File: config.mk
export PLATFORM = sky130hd
export DESIGN_NAME = processor_multicycle_controller
export DESIGN_NICKNAME = d
export VERILOG_FILES = /design/src/rtl/processor_pkg.sv /design/src/rtl/processor_ctl_decode.sv /design/src/rtl/processor_multicycle_controller.sv
export SDC_FILE = /design/constraint.sdc
export NUM_CORES = 1
export LEC_CHECK = 0
export ABC_CLOCK_PERIOD_IN_PS = 1800
export CAP_MARGIN = 20
export CORE_UTILIZATION = 42
export CTS_CLUSTER_SIZE = 28
export DETAILED_ROUTE_END_ITERATION = 8
export GPL_ROUTABILITY_DRIVEN = 1
export HOLD_SLACK_MARGIN = 0.05
export PLACE_DENSITY = 0.88
export SETUP_SLACK_MARGIN = 0.3
export SYNTH_ARGS = -nofsm -noshare
export SYNTH_HDL_FRONTEND = slang
export SYNTH_HIERARCHICAL = 1
export SYNTH_SLANG_ARGS = --single-unit
File: constraint.sdc
create_clock -name clk -period 1.8 [get_ports clk]
set_input_delay 0.27 -clock clk [delete_from_list [all_inputs] [get_ports clk]]
set_output_delay 0.27 -clock clk [all_outputs]
set_load 0.05 [all_outputs]
File: src/rtl/processor_pkg.sv
// -----------------------------------------------------------------------------
// processor_pkg
// Shared definitions for the multi-cycle MIPS controller: FSM state encoding,
// supported opcodes, datapath mux select codes and the control word that the
// combinational decoder hands to the top level.
// -----------------------------------------------------------------------------
package processor_pkg;

  typedef enum logic [3:0] {
    RESET,
    FETCH,
    DECODE,
    MEM_ADDR,
    MEM_RD,
    MEM_WB,
    MEM_WR,
    EXEC,
    ALU_WB,
    ADDI_EXEC,
    ADDI_WB,
    BRANCH,
    JUMP
  } state_t;

  // Instruction opcodes (instr[31:26])
  localparam logic [5:0] OP_RTYPE = 6'b000000;
  localparam logic [5:0] OP_LW    = 6'b100011;
  localparam logic [5:0] OP_SW    = 6'b101011;
  localparam logic [5:0] OP_BEQ   = 6'b000100;
  localparam logic [5:0] OP_ADDI  = 6'b001000;
  localparam logic [5:0] OP_J     = 6'b000010;

  // ALU operation select
  localparam logic [1:0] ALU_OP_ADD   = 2'b00;
  localparam logic [1:0] ALU_OP_SUB   = 2'b01;
  localparam logic [1:0] ALU_OP_FUNCT = 2'b10;

  // ALU B operand select
  localparam logic [1:0] ALUB_REG     = 2'b00;
  localparam logic [1:0] ALUB_FOUR    = 2'b01;
  localparam logic [1:0] ALUB_IMM     = 2'b10;
  localparam logic [1:0] ALUB_IMM_SL2 = 2'b11;

  // Next-PC source select
  localparam logic [1:0] PCSRC_ALU    = 2'b00;
  localparam logic [1:0] PCSRC_ALUOUT = 2'b01;
  localparam logic [1:0] PCSRC_JUMP   = 2'b10;

  // Every datapath select and enable driven in one cycle
  typedef struct packed {
    logic       pc_write;
    logic       i_or_d;
    logic       mem_read;
    logic       mem_write;
    logic       ir_write;
    logic       mem_to_reg;
    logic       reg_dst;
    logic       reg_write;
    logic       alu_src_a;
    logic [1:0] alu_src_b;
    logic [1:0] alu_op;
    logic [1:0] pc_src;
    logic       instr_done;
  } ctl_word_t;

  // True for the opcodes this controller knows how to sequence
  function automatic logic is_supported(input logic [5:0] op);
    return (op == OP_RTYPE) || (op == OP_LW)  || (op == OP_SW) ||
           (op == OP_BEQ)   || (op == OP_ADDI) || (op == OP_J);
  endfunction

endpackage

File: src/rtl/processor_ctl_decode.sv
// -----------------------------------------------------------------------------
// processor_ctl_decode
// Purely combinational Moore decoder: maps the current controller state to the
// datapath control word. The only input dependencies are mem_ready (FETCH,
// MEM_WR) and zero (BRANCH).
//   state      in   current FSM state
//   mem_ready  in   unified memory completed its read/write
//   zero       in   ALU zero flag
//   ctl        out  control word for this cycle
// -----------------------------------------------------------------------------
module processor_ctl_decode
  import processor_pkg::*;
(
  input  state_t    state,
  input  logic      mem_ready,
  input  logic      zero,
  output ctl_word_t ctl
);

  always_comb begin
    // NOTE: the all-zero default covers every field in every state, so no
    // branch below can leave a field unassigned and infer a latch.
    ctl = '0;
    unique case (state)
      FETCH: begin
        ctl.mem_read  = 1'b1;
        ctl.alu_src_b = ALUB_FOUR;
        ctl.alu_op    = ALU_OP_ADD;
        ctl.pc_src    = PCSRC_ALU;
        // IR and PC only load on the edge that completes the fetch
        ctl.ir_write  = mem_ready;
        ctl.pc_write  = mem_ready;
      end
      DECODE: begin
        // Precompute the branch target while the opcode is decoded
        ctl.alu_src_b = ALUB_IMM_SL2;
        ctl.alu_op    = ALU_OP_ADD;
      end
      MEM_ADDR, ADDI_EXEC: begin
        ctl.alu_src_a = 1'b1;
        ctl.alu_src_b = ALUB_IMM;
        ctl.alu_op    = ALU_OP_ADD;
      end
      MEM_RD: begin
        ctl.mem_read = 1'b1;
        ctl.i_or_d   = 1'b1;
      end
      MEM_WB: begin
        ctl.mem_to_reg = 1'b1;
        ctl.reg_write  = 1'b1;
        ctl.instr_done = 1'b1;
      end
      MEM_WR: begin
        ctl.mem_write  = 1'b1;
        ctl.i_or_d     = 1'b1;
        ctl.instr_done = mem_ready;
      end
      EXEC: begin
        ctl.alu_src_a = 1'b1;
        ctl.alu_src_b = ALUB_REG;
        ctl.alu_op    = ALU_OP_FUNCT;
      end
      ALU_WB: begin
        ctl.reg_dst    = 1'b1;
        ctl.reg_write  = 1'b1;
        ctl.instr_done = 1'b1;
      end
      ADDI_WB: begin
        ctl.reg_write  = 1'b1;
        ctl.instr_done = 1'b1;
      end
      BRANCH: begin
        ctl.alu_src_a  = 1'b1;
        ctl.alu_src_b  = ALUB_REG;
        ctl.alu_op     = ALU_OP_SUB;
        ctl.pc_src     = PCSRC_ALUOUT;
        ctl.pc_write   = zero;
        ctl.instr_done = 1'b1;
      end
      JUMP: begin
        ctl.pc_src     = PCSRC_JUMP;
        ctl.pc_write   = 1'b1;
        ctl.instr_done = 1'b1;
      end
      default: ctl = '0;  // RESET and any unused encoding drive nothing
    endcase
  end

endmodule

File: src/rtl/processor_multicycle_controller.sv
// -----------------------------------------------------------------------------
// processor_multicycle_controller
// Moore FSM sequencing a shared-memory multi-cycle MIPS datapath through
// fetch / decode / execute / memory / write-back for R-type, LW, SW, BEQ,
// ADDI and J. Holds the state register, next-state logic and the sticky
// illegal_op flag; control outputs come from processor_ctl_decode.
//   clk, rst           clock; asynchronous active-high reset
//   opcode             instr[31:26] from the instruction register
//   zero               ALU zero flag
//   mem_ready          unified memory completed current access
//   pc_write .. pc_src datapath enables and mux selects
//   instr_done         pulse in the final cycle of each instruction
//   illegal_op         sticky, set leaving DECODE on an unsupported opcode
// -----------------------------------------------------------------------------
module processor_multicycle_controller
  import processor_pkg::*;
(
  input  logic       clk,
  input  logic       rst,
  input  logic [5:0] opcode,
  input  logic       zero,
  input  logic       mem_ready,
  output logic       pc_write,
  output logic       i_or_d,
  output logic       mem_read,
  output logic       mem_write,
  output logic       ir_write,
  output logic       mem_to_reg,
  output logic       reg_dst,
  output logic       reg_write,
  output logic       alu_src_a,
  output logic [1:0] alu_src_b,
  output logic [1:0] alu_op,
  output logic [1:0] pc_src,
  output logic       instr_done,
  output logic       illegal_op
);

  state_t    state;
  ctl_word_t ctl;

  // Reset drives state to RESET asynchronously, and RESET decodes to an
  // all-zero word, so every output drops the instant rst rises.
  always_ff @(posedge clk or posedge rst) begin
    if (rst) begin
      state      <= RESET;
      illegal_op <= 1'b0;
    end else begin
      // NOTE: state and flag are flops; non-blocking assignments keep every
      // reader in this edge seeing the pre-edge values.
      unique case (state)
        RESET:  state <= FETCH;
        FETCH:  state <= mem_ready ? DECODE : FETCH;
        DECODE: begin
          unique case (opcode)
            OP_RTYPE:     state <= EXEC;
            OP_LW, OP_SW: state <= MEM_ADDR;
            OP_BEQ:       state <= BRANCH;
            OP_ADDI:      state <= ADDI_EXEC;
            OP_J:         state <= JUMP;
            default:      state <= FETCH;
          endcase
          if (!is_supported(opcode)) illegal_op <= 1'b1;
        end
        MEM_ADDR:  state <= (opcode == OP_LW) ? MEM_RD : MEM_WR;
        MEM_RD:    state <= mem_ready ? MEM_WB : MEM_RD;
        MEM_WR:    state <= mem_ready ? FETCH : MEM_WR;
        EXEC:      state <= ALU_WB;
        ADDI_EXEC: state <= ADDI_WB;
        MEM_WB, ALU_WB, ADDI_WB, BRANCH, JUMP: state <= FETCH;
        default:   state <= RESET;
      endcase
    end
  end

  processor_ctl_decode u_decode (
    .state     (state),
    .mem_ready (mem_ready),
    .zero      (zero),
    .ctl       (ctl)
  );

  assign pc_write   = ctl.pc_write;
  assign i_or_d     = ctl.i_or_d;
  assign mem_read   = ctl.mem_read;
  assign mem_write  = ctl.mem_write;
  assign ir_write   = ctl.ir_write;
  assign mem_to_reg = ctl.mem_to_reg;
  assign reg_dst    = ctl.reg_dst;
  assign reg_write  = ctl.reg_write;
  assign alu_src_a  = ctl.alu_src_a;
  assign alu_src_b  = ctl.alu_src_b;
  assign alu_op     = ctl.alu_op;
  assign pc_src     = ctl.pc_src;
  assign instr_done = ctl.instr_done;

endmodule

==> flow_metrics.tcl, run 1 <==
set metrics [dict create \
    status "aborted with a tool error" \
    stop_stage "clock tree synthesis (4_1_cts)" \
    firstError "[ERROR DPL-0038] Utilization greater than 100%, impossible to legalize" \
    synth_xor_area_share_pct 2.672 \
    synth_fa_ha_area_share_pct 0 \
    cts-root-buf "clkbuf_4" \
    cts.sink_count 5 \
    yosysTopAreaCellShare_pct 19.08 \
    syn_nets 94 \
    die_x_um 41.51 \
    synth_simple_gate_area_share_pct 39.69 \
    initial_core_util_pct 47.42 \
    synth_edf_count 0 \
    ys_warn_count 6 \
    portBuffers 26 \
    cts_buffers 3 \
    ctsHoldBuffers 0 \
    io_pins 27 \
    hpwlAfterDp_mm 1.888 \
    synthMuxAreaShare_pct 4.771 \
    syn_inst 84 \
    synth.largest_area_cell "dfrtp_1" \
    synth_compound_area_share_pct 22.90 \
    synth.avg_cell_area_um2 7.805 \
    synth_top_family_by_area "simple AND/OR/NAND/NOR gates" \
    cts_buffer_depth 2 \
    yosys_most_used_dff "dfrtp_1" \
    routabilityCongestion 0.8979 \
    yosys.cell_types.count 42 \
    async_flop_share_pct 100.0 \
    synth_commonest_cells "nor2_1, nand2_1, dfrtp_1, nand2b_1" \
    cts-htree-levels 1 \
    cts_resized 32 \
    synth_area_leaders "dfrtp_1, nor2_1, nand2b_1" \
    rows 13 \
    synth-seq-cells 5 \
    yosysMostFrequentCell "nor2_1" \
    post_cts_buffers 21 \
    synth.cell_area_um2 655.6 \
    yosysSeqAreaShare_pct 19.08 \
    die_height_um 41.51 \
]
==> per-stage QoR <==
step	util, %	cell area, µm²	setup WS [ps]	cells
after detailed placement	89.68	1240	-95.19	131
after global placement	89.68	1240	-42.87	131
after floorplan	-	753.2	61.48	84
==> kinds of logic after synthesis <==
family,Yosys count
AOI/OAI and AO/OA,21
xor gates and xnor gates,2
buffers and inverters,11
DFF,5
muxes,3
and+or+nand+nor,42
==> run 2, diff against run 1 <==
--- a/config.mk
+++ b/config.mk
@@ -7,13 +7,11 @@
 export LEC_CHECK = 0
 export ABC_CLOCK_PERIOD_IN_PS = 1800
 export CAP_MARGIN = 20
-export CORE_UTILIZATION = 42
-export CTS_CLUSTER_SIZE = 28
+export CORE_AREA = 2 2 63 65
 export DETAILED_ROUTE_END_ITERATION = 8
+export DIE_AREA = 0 0 65 67
 export GPL_ROUTABILITY_DRIVEN = 1
-export HOLD_SLACK_MARGIN = 0.05
-export PLACE_DENSITY = 0.88
-export SETUP_SLACK_MARGIN = 0.3
+export PLACE_DENSITY_LB_ADDON = 0.15
 export SYNTH_ARGS = -nofsm -noshare
 export SYNTH_HDL_FRONTEND = slang
 export SYNTH_HIERARCHICAL = 1
==> run 2 against run 1 <==
The flow now finishes without violations. Area after synthesis unchanged. Synthesized cell count unchanged.
==> flow_metrics.tcl, run 2 <==
set metrics [dict create \
    synth.largest_area_cell "dfrtp_1" \
    num_vias 759 \
    synth_simple_gate_area_share_pct 39.69 \
    syn_nets 94 \
    regMostFlops "state" \
    yosys_most_used_dff "dfrtp_1" \
    dp.cells 167 \
    yosysMostFrequentCell "nor2_1" \
    crit_fanout 5 \
    drive_above_1_share_pct 45.24 \
    final_common_cell "buf_4" \
    crit_type "register to output pin" \
    status "completed" \
    multi_input_area_um2 510.5 \
    final_cell_mix "buf_4, buf_12, nor2_1, clkdlybuf4s50_1, nand2_1" \
    clk_pin_slew_ps 40 \
    synth_compound_area_share_pct 22.90 \
    regArea_um2 130.1 \
    drt-initial-drc-count 22 \
    fill_cells 372 \
    io_pins 27 \
    fin_cells 174 \
    grt_overflow_total 0 \
    syn_to_final_growth_pct 101.0 \
    reg2reg_depth 4 \
    p_leak_nw 0.5203 \
    synth_area_leaders "dfrtp_1, nor2_1, nand2b_1" \
    nets 137 \
    via_per_inst 4.362 \
    cts-htree-levels 1 \
    initial_core_util_pct 18.18 \
    cts_buffers 3 \
    reg_top3 "state: 4 flops, illegal_op: 1 flops" \
    design.core.area_mm2 0.003606 \
    required_ps 1530 \
    dieArea_mm2 0.004355 \
    synthMuxAreaShare_pct 4.771 \
    cts_tree "yes" \
    synth.cell_area_um2 655.6 \
    fin_skew_ps 0.4721 \
    worst-slew-pin-transition_ps 425.5 \
    grt_antenna_before_repair 0 \
    yosysSeqAreaShare_pct 19.08 \
    max_freq_ghz 0.5724 \
    synth_xor_area_share_pct 2.672 \
    synth_fa_ha_area_share_pct 0 \
    ys_warn_count 6 \
    die_height_um 67 \
    wl_per_cell_um 11.10 \
    setup_viol 0 \
    regToRegSetupSlack_ps 140 \
    ctsHoldBuffers 0 \
    die_x_um 65 \
    worstSkewPairLatency_ps 220 \
    start_kind "register" \
    critPathArrivalTime_ps 1480 \
    vdd_drop_max_uv 605.6 \
    cts_buffer_depth 2 \
    async_flop_share_pct 100.0 \
    synth_commonest_cells "nor2_1, nand2_1, dfrtp_1, nand2b_1" \
    max_cap_viol_count 0 \
    drc_errors 0 \
    grt_max_degree 14 \
    slew_violations 0 \
    whs_ps 255.6 \
    cts-root-buf "clkbuf_8" \
    n_antenna_cell 0 \
    synth_top_family_by_area "simple AND/OR/NAND/NOR gates" \
    cts.sink_count 5 \
    portBuffers 26 \
    grt_pass1_vias 772 \
    largest_reg_flops 4 \
    wl_mm 1.932 \
    rr_startpoint "state[3]" \
    syn_inst 84 \
    slew_headroom_pct 71.23 \
    postRouteAntennaNets 0 \
    hold_path.class "input port to asynchronous set/reset pin" \
    yosysTopAreaCellShare_pct 19.08 \
    yosys.cell_types.count 42 \
    post-route-min-period_ps 1747 \
    hpwlAfterDp_mm 1.560 \
    worstSetupStartpoint "state[1]" \
    grt_pass1_wl_mm 3.305 \
    endpoint_kind "output pin" \
    rows 22 \
    synth_edf_count 0 \
    routabilityCongestion 0.7498 \
    dr.pass1.iters 4 \
    power_density_mw_per_mm2 1777 \
    synth.avg_cell_area_um2 7.805 \
    setup_tns_ps 0 \
    synth-seq-cells 5 \
    fin_crit_sh_pct 97.05 \
    hold_viol 0 \
    grtUsageTotal_pct 9.593 \
]
## run 2: cell counts after synthesis
Identical to the previous run, type by type.
## run 2: worst paths after layout
| kind | end |
|---|---|
| hold reg to reg | illegal_op |
| setup / recovery | ir_write |
| setup reg to reg | state[1] |
| hold / removal | illegal_op |
| max in group asynchronous | state[0] |
| min in group clk | illegal_op |
## run 2: cell type report
type / instances / share of cell area [%]
flip-flops and latches: 5 / 9.877
repair buffers: 44 / 41.98
multi-input cells: 68 / 38.75
well taps: 48 / 4.558
inverters: 5 / 1.425
clock buffers: 4 / 3.419
## run 2: per-layer routing
layer / global-route usage (%) / routed length [µm]
met1: 11.13 / 857
met2: 17.14 / 887
met3: 1.858 / 155
met4: 3.989 / 31
met5: 0 / 0
## run 2: cell families (layout without fill, tap and decap cells)
family | after synthesis | in the layout
AOI/OAI and AO/OA | 21 | 21
xor gates and xnor gates | 2 | 2
buffers and inverters | 11 | 53
DFF | 5 | 5
muxes | 3 | 3
and+or+nand+nor | 42 | 42
## run 2: what timing repair did
action                                  in CTS  in global routing
pin swaps                                    0                  1
endpoints found under the setup margin       7                  7
cloned                                       0                  0
gates resized for setup                      3                  4
setup buffers                                0                  3
## run 2: worst max-delay path, cell delays in order (launching register included)
cell and delay (ps):
dfrtp_2 420, buf_4 160, inv_2 70, nand2_2 80, nor4b_4 340, buf_12 180
## run 2: stage by stage
stage                     utilization (%)  setup slack, ps  total power, mW  instance area, µm²
after floorplan                         -           -183.2            1.328               693.2
after global routing                36.54           -3.577            2.483                1318
after global placement              34.14           -44.29            2.070                1231
after detailed placement            34.14           -85.94            2.080                1231
final                               36.54            53.07            2.341                1318
after CTS                           35.64           -4.490            2.313                1285
## run 2: report_power, final
group	switching, mW	internal [mW]	leakage, nW
Sequential	0.106	0.164	0.0544
Clock	0.0564	0.152	0.0228
Combinational	0.971	0.891	0.443
Total	1.13	1.21	0.520
No activity file was read; power rests on OpenSTA's default activity.
